[config.mk]
export PLATFORM = sky130hd
export DESIGN_NAME = mem_word
export DESIGN_NICKNAME = d
export VERILOG_FILES = /design/src/rtl/mem_word.sv
export SDC_FILE = /design/constraint.sdc
export NUM_CORES = 1
export LEC_CHECK = 0
export ABC_AREA = 1
export BUFFER_PORTS_ARGS = -buffer_cell sky130_fd_sc_hd__clkbuf_2
export CORE_UTILIZATION = 35
export DETAILED_ROUTE_END_ITERATION = 8
export GPL_ROUTABILITY_DRIVEN = 0
export HOLD_SLACK_MARGIN = 0.15
export PLACE_DENSITY = 0.64
export SLEW_MARGIN = 10
export SYNTH_ARGS = -nofsm -noshare
export SYNTH_HDL_FRONTEND = slang
export SYNTH_SLANG_ARGS = --single-unit
[constraint.sdc]
create_clock -name clk -period 1.4 [get_ports clk]
set_input_delay 0.42 -clock clk [delete_from_list [all_inputs] [get_ports clk]]
set_output_delay 0.42 -clock clk [all_outputs]
set_load 0.02 [all_outputs]
[src/rtl/mem_word.sv]
`default_nettype none
// ============================================================================
// Module   : mem_word
// Purpose  : One addressable storage word of a memory array. A WIDTH-bit
//            register is written or read under a word-select line and a shared
//            read/write strobe. The array ORs every word's o bus together, so
//            an unselected or non-reading word drives zeros.
// Revision : 1.0 - initial release
// ----------------------------------------------------------------------------
// Parameters:
//   WIDTH    - data width of the stored word, i and o
//   RST_VAL  - value loaded into the storage register on reset
// Ports:
//   clk      in   1      system clock, rising edge
//   rst_n    in   1      asynchronous active-low reset
//   RW       in   1      1 = read, 0 = write (only meaningful with select=1)
//   select   in   1      word enable from the address decoder
//   i        in   WIDTH  write data
//   o        out  WIDTH  registered read data, zero when not reading
//   rd_valid out  1      o carries valid read data this cycle
//   written  out  1      word written at least once since reset
//   par_o    out  1      even parity of o (present only with MEM_WORD_PARITY_EN)
// Build option:
//   MEM_WORD_PARITY_EN - when defined, a parity bit is stored with the word on
//                        every write and returned on par_o alongside o.
// ============================================================================
module mem_word #(
  parameter int               WIDTH   = 8,
  parameter logic [WIDTH-1:0] RST_VAL = '0
) (
  input  logic             clk,
  input  logic             rst_n,
  input  logic             RW,
  input  logic             select,
  input  logic [WIDTH-1:0] i,
  output logic [WIDTH-1:0] o,
  output logic             rd_valid,
  output logic             written
`ifdef MEM_WORD_PARITY_EN
  ,
  output logic             par_o
`endif
);

  logic [WIDTH-1:0] word_q, word_d;
  logic [WIDTH-1:0] o_q, o_d;
  logic             rd_valid_q, rd_valid_d;
  logic             written_q, written_d;

  logic             w_wr_en;
  logic             w_rd_en;

  assign w_wr_en = select & ~RW;
  assign w_rd_en = select &  RW;

  // o is driven only on a read cycle; every other cycle it returns to zero so
  // the array-level OR of all words is not corrupted by idle words.
  always_comb begin
    word_d     = word_q;
    written_d  = written_q;
    o_d        = '0;
    rd_valid_d = 1'b0;
    if (w_wr_en) begin
      word_d    = i;
      written_d = 1'b1;
    end else if (w_rd_en) begin
      o_d        = word_q;
      rd_valid_d = 1'b1;
    end
  end

  always_ff @(posedge clk or negedge rst_n) begin
    if (!rst_n) begin
      word_q     <= RST_VAL;
      o_q        <= '0;
      rd_valid_q <= 1'b0;
      written_q  <= 1'b0;
    end else begin
      word_q     <= word_d;
      o_q        <= o_d;
      rd_valid_q <= rd_valid_d;
      written_q  <= written_d;
    end
  end

  assign o        = o_q;
  assign rd_valid = rd_valid_q;
  assign written  = written_q;

`ifdef MEM_WORD_PARITY_EN
  // The parity bit makes the total count of ones (word plus parity) even, so
  // it is simply the XOR reduction of the data it protects.
  localparam logic RST_PAR = ^RST_VAL;

  logic par_store_q, par_store_d;
  logic par_out_q, par_out_d;

  always_comb begin
    par_store_d = par_store_q;
    par_out_d   = 1'b0;
    if (w_wr_en) begin
      par_store_d = ^i;
    end else if (w_rd_en) begin
      par_out_d = par_store_q;
    end
  end

  always_ff @(posedge clk or negedge rst_n) begin
    if (!rst_n) begin
      par_store_q <= RST_PAR;
      par_out_q   <= 1'b0;
    end else begin
      par_store_q <= par_store_d;
      par_out_q   <= par_out_d;
    end
  end

  assign par_o = par_out_q;
`endif

endmodule
`default_nettype wire

==> impl_metrics.env <==
export IMPL_rsz0062_at_grt="no"
export IMPL_synth_flop_cell="dfrtp_1"
export IMPL_peakVddDrop_mv=0.5636
export IMPL_outcome="finished clean"
export IMPL_yosysMostFrequentCell="dfrtp_1"
export IMPL_synth_area_leaders="dfrtp_1 (69%), nand2_1 (9.8%), nand3_1 (6.1%)"
export IMPL_synth_seq_cells=18
export IMPL_fin_nets=103
export IMPL_cts_max_level=1
export IMPL_clk_pin_slew_ns=0.09
export IMPL_startpoint_type="flip-flop"
export IMPL_setup_viol=0
export IMPL_critPathRequiredTime_ns=0.98
export IMPL_num_rows=15
export IMPL_drc_errors=0
export IMPL_synth_warnings=0
export IMPL_cts_sinks=18
export IMPL_end_kind="output port"
export IMPL_cts_max_path_buffers=2
export IMPL_hold_viol=0
export IMPL_period_minus_slack_ns=1.241
export IMPL_cp_arrival_ns=0.82
export IMPL_cts_tree="yes"
export IMPL_crit_fanout=2
export IMPL_cts_buffers=3
export IMPL_core_um2=1745
export IMPL_crit_type="reg -> out"
export IMPL_die_area_um2=2047
export IMPL_grt_pass1_vias=434
export IMPL_syn2layout_area_growth_pct=24.09
export IMPL_fin_crit_sh_pct=88.68
export IMPL_yosysTopAreaCell="dfrtp_1"
export IMPL_synth_top_area_share_pct=68.83
export IMPL_grt_first_pass_wirelength_um=1849
export IMPL_path_buf_inv=1
export IMPL_syn_cell_area_um2=654.4
export IMPL_wirelength_um=1062
export IMPL_antenna_found_initial=0
export IMPL_ioPinCount=22
export IMPL_hold_class="in -> reg"
export IMPL_finalInstanceArea_um2=812.0
export IMPL_tightest_slew_ns=0.4356
export IMPL_synth_common_cells="dfrtp_1 (18), nand2_1 (17), inv_1 (10)"
export IMPL_drv_slew=0
export IMPL_synth_edf_count=0
export IMPL_synth_mux_area_share_pct=0
export IMPL_initial_core_util_pct=37.49
export IMPL_clkLatencyLatePin_ns=0.28
export IMPL_drive_gt1_share_pct=30.34
export IMPL_max_freq_mhz=805.5
export IMPL_slew_headroom_pct=70.96
export IMPL_antenna_cells=0
export IMPL_synth_yosys_seq_area_share_pct=68.83
export IMPL_syn_inst=65
export IMPL_skew_ns=0.0003420
export IMPL_path_cells="clkbuf_2"
export IMPL_die_height_um=45.24
export IMPL_die_w_um=45.24
export IMPL_drtAntennaViolNets=0
export IMPL_grt_usage_pct=13.56
export IMPL_dp_slack_ns=0.3401
export IMPL_synth_top_family_by_area="simple AND/OR/NAND/NOR gates"
export IMPL_cpPeakStageDelay_ns=0.38
export IMPL_placed_area_um2=779.5
export IMPL_post_route_worst_setup_slack_ns=0.1585
export IMPL_nFillCells=198
export IMPL_p_leak_nw=0.4830
export IMPL_via_count=464
export IMPL_tns_ns=0
export IMPL_viasPerCell=4.070
export IMPL_drt_wirelength_per_cell_um=9.316
export IMPL_root_buffer="clkbuf_4"
export IMPL_critical_path_top_delay_family="flip-flops"
export IMPL_power_density_nw_per_um2=1157
export IMPL_cap_viol_max_count=0
export IMPL_post_cts_buffers=0
export IMPL_grt_remaining_overflow=0
export IMPL_synth_xor_area_share_pct=0
export IMPL_syn_nets=77
export IMPL_synth_adder_area_share_pct=0
export IMPL_yosys_area_share_simple_pct=23.14
export IMPL_hold_worst_slack_ns=0.3504
export IMPL_synth_compound_area_share_pct=0
export IMPL_async_flop_share_pct=100.0
export IMPL_port_buffers=21
export IMPL_drt_iter0_drc=5
export IMPL_grt_max_degree=19
export IMPL_firstDrtPassIters=2
export IMPL_dp_hpwl_um=754
export IMPL_slowest_stage="dfrtp_1"
export IMPL_avgSynthCellArea_um2=10.07
export IMPL_synthDistinctLibCells=9
-- path summary, 6_finish.rpt --
path	slack [ns]	cells after the start	from	to
worst min-delay path	0.35	3	i[0]	word_q[0]
max in group asynchronous	0.51	2	rst_n	o[1]
worst max-delay path	0.16	1	written	written
worst max register to register	0.80	2	word_q[6]	word_q[6]
min in group asynchronous	0.60	2	rst_n	word_q[2]
worst min register to register	0.47	2	written	written
-- through the flow --
| step | power (mW) | util, % | std cells |
|---|---|---|---|
| after floorplan | 0.6590 | - | 65 |
| after global placement | 0.7047 | 44.66 | 110 |
| after detailed placement | 0.7077 | 44.66 | 110 |
| after CTS | 0.9561 | 46.52 | 114 |
| after global routing | 1.000 | 46.52 | 114 |
| final | 0.9392 | 46.52 | 114 |
-- repair_timing --
item	CTS	global route
hold buffers	1	0
hold endpoints to repair	18	0
resized for setup	0	0
-- routing by layer --
metal	GRT usage (%)	part of all wire, %	up-vias
met2	19.13	46	18
met4	12.73	3.4	0
met5	0	0	-
met3	4.000	6.0	4
met1	16.33	44	201
li1	-	-	241
-- cell usage in the layout, fill, tap and decap left out, drive strengths merged --
cell,n
inv,11
nand3,8
clkbuf,24
nand2,19
nor2,8
dlygate4sd3,1
dfrtp,18
-- sequential cells by signal, indices dropped and copies added (netlist names) --
signal    cells
rd_valid      1
word_q        8
written       1
o             8
-- kinds of logic (layout without fill, tap and decap cells) --
logic type,Yosys count,after routing
buf+inv,12,36
flops,18,18
simple gates,35,35
-- power breakdown --
group          switching, mW  internal, mW
combinational         0.0748        0.0431
clock                  0.143         0.100
sequential            0.0174         0.561
total                  0.235         0.704
-- final cells by class --
class | instances | area [um2] | area share (%)
clock buffer | 3 | 22.52 | 2.773
multi-input combinational | 35 | 151.4 | 18.64
tap | 25 | 31.28 | 3.852
timing repair buffer | 22 | 115.1 | 14.18
inverter | 11 | 41.29 | 5.085
sequential | 18 | 450.4 | 55.47
Note: power is estimated with default switching activity, not from simulation.
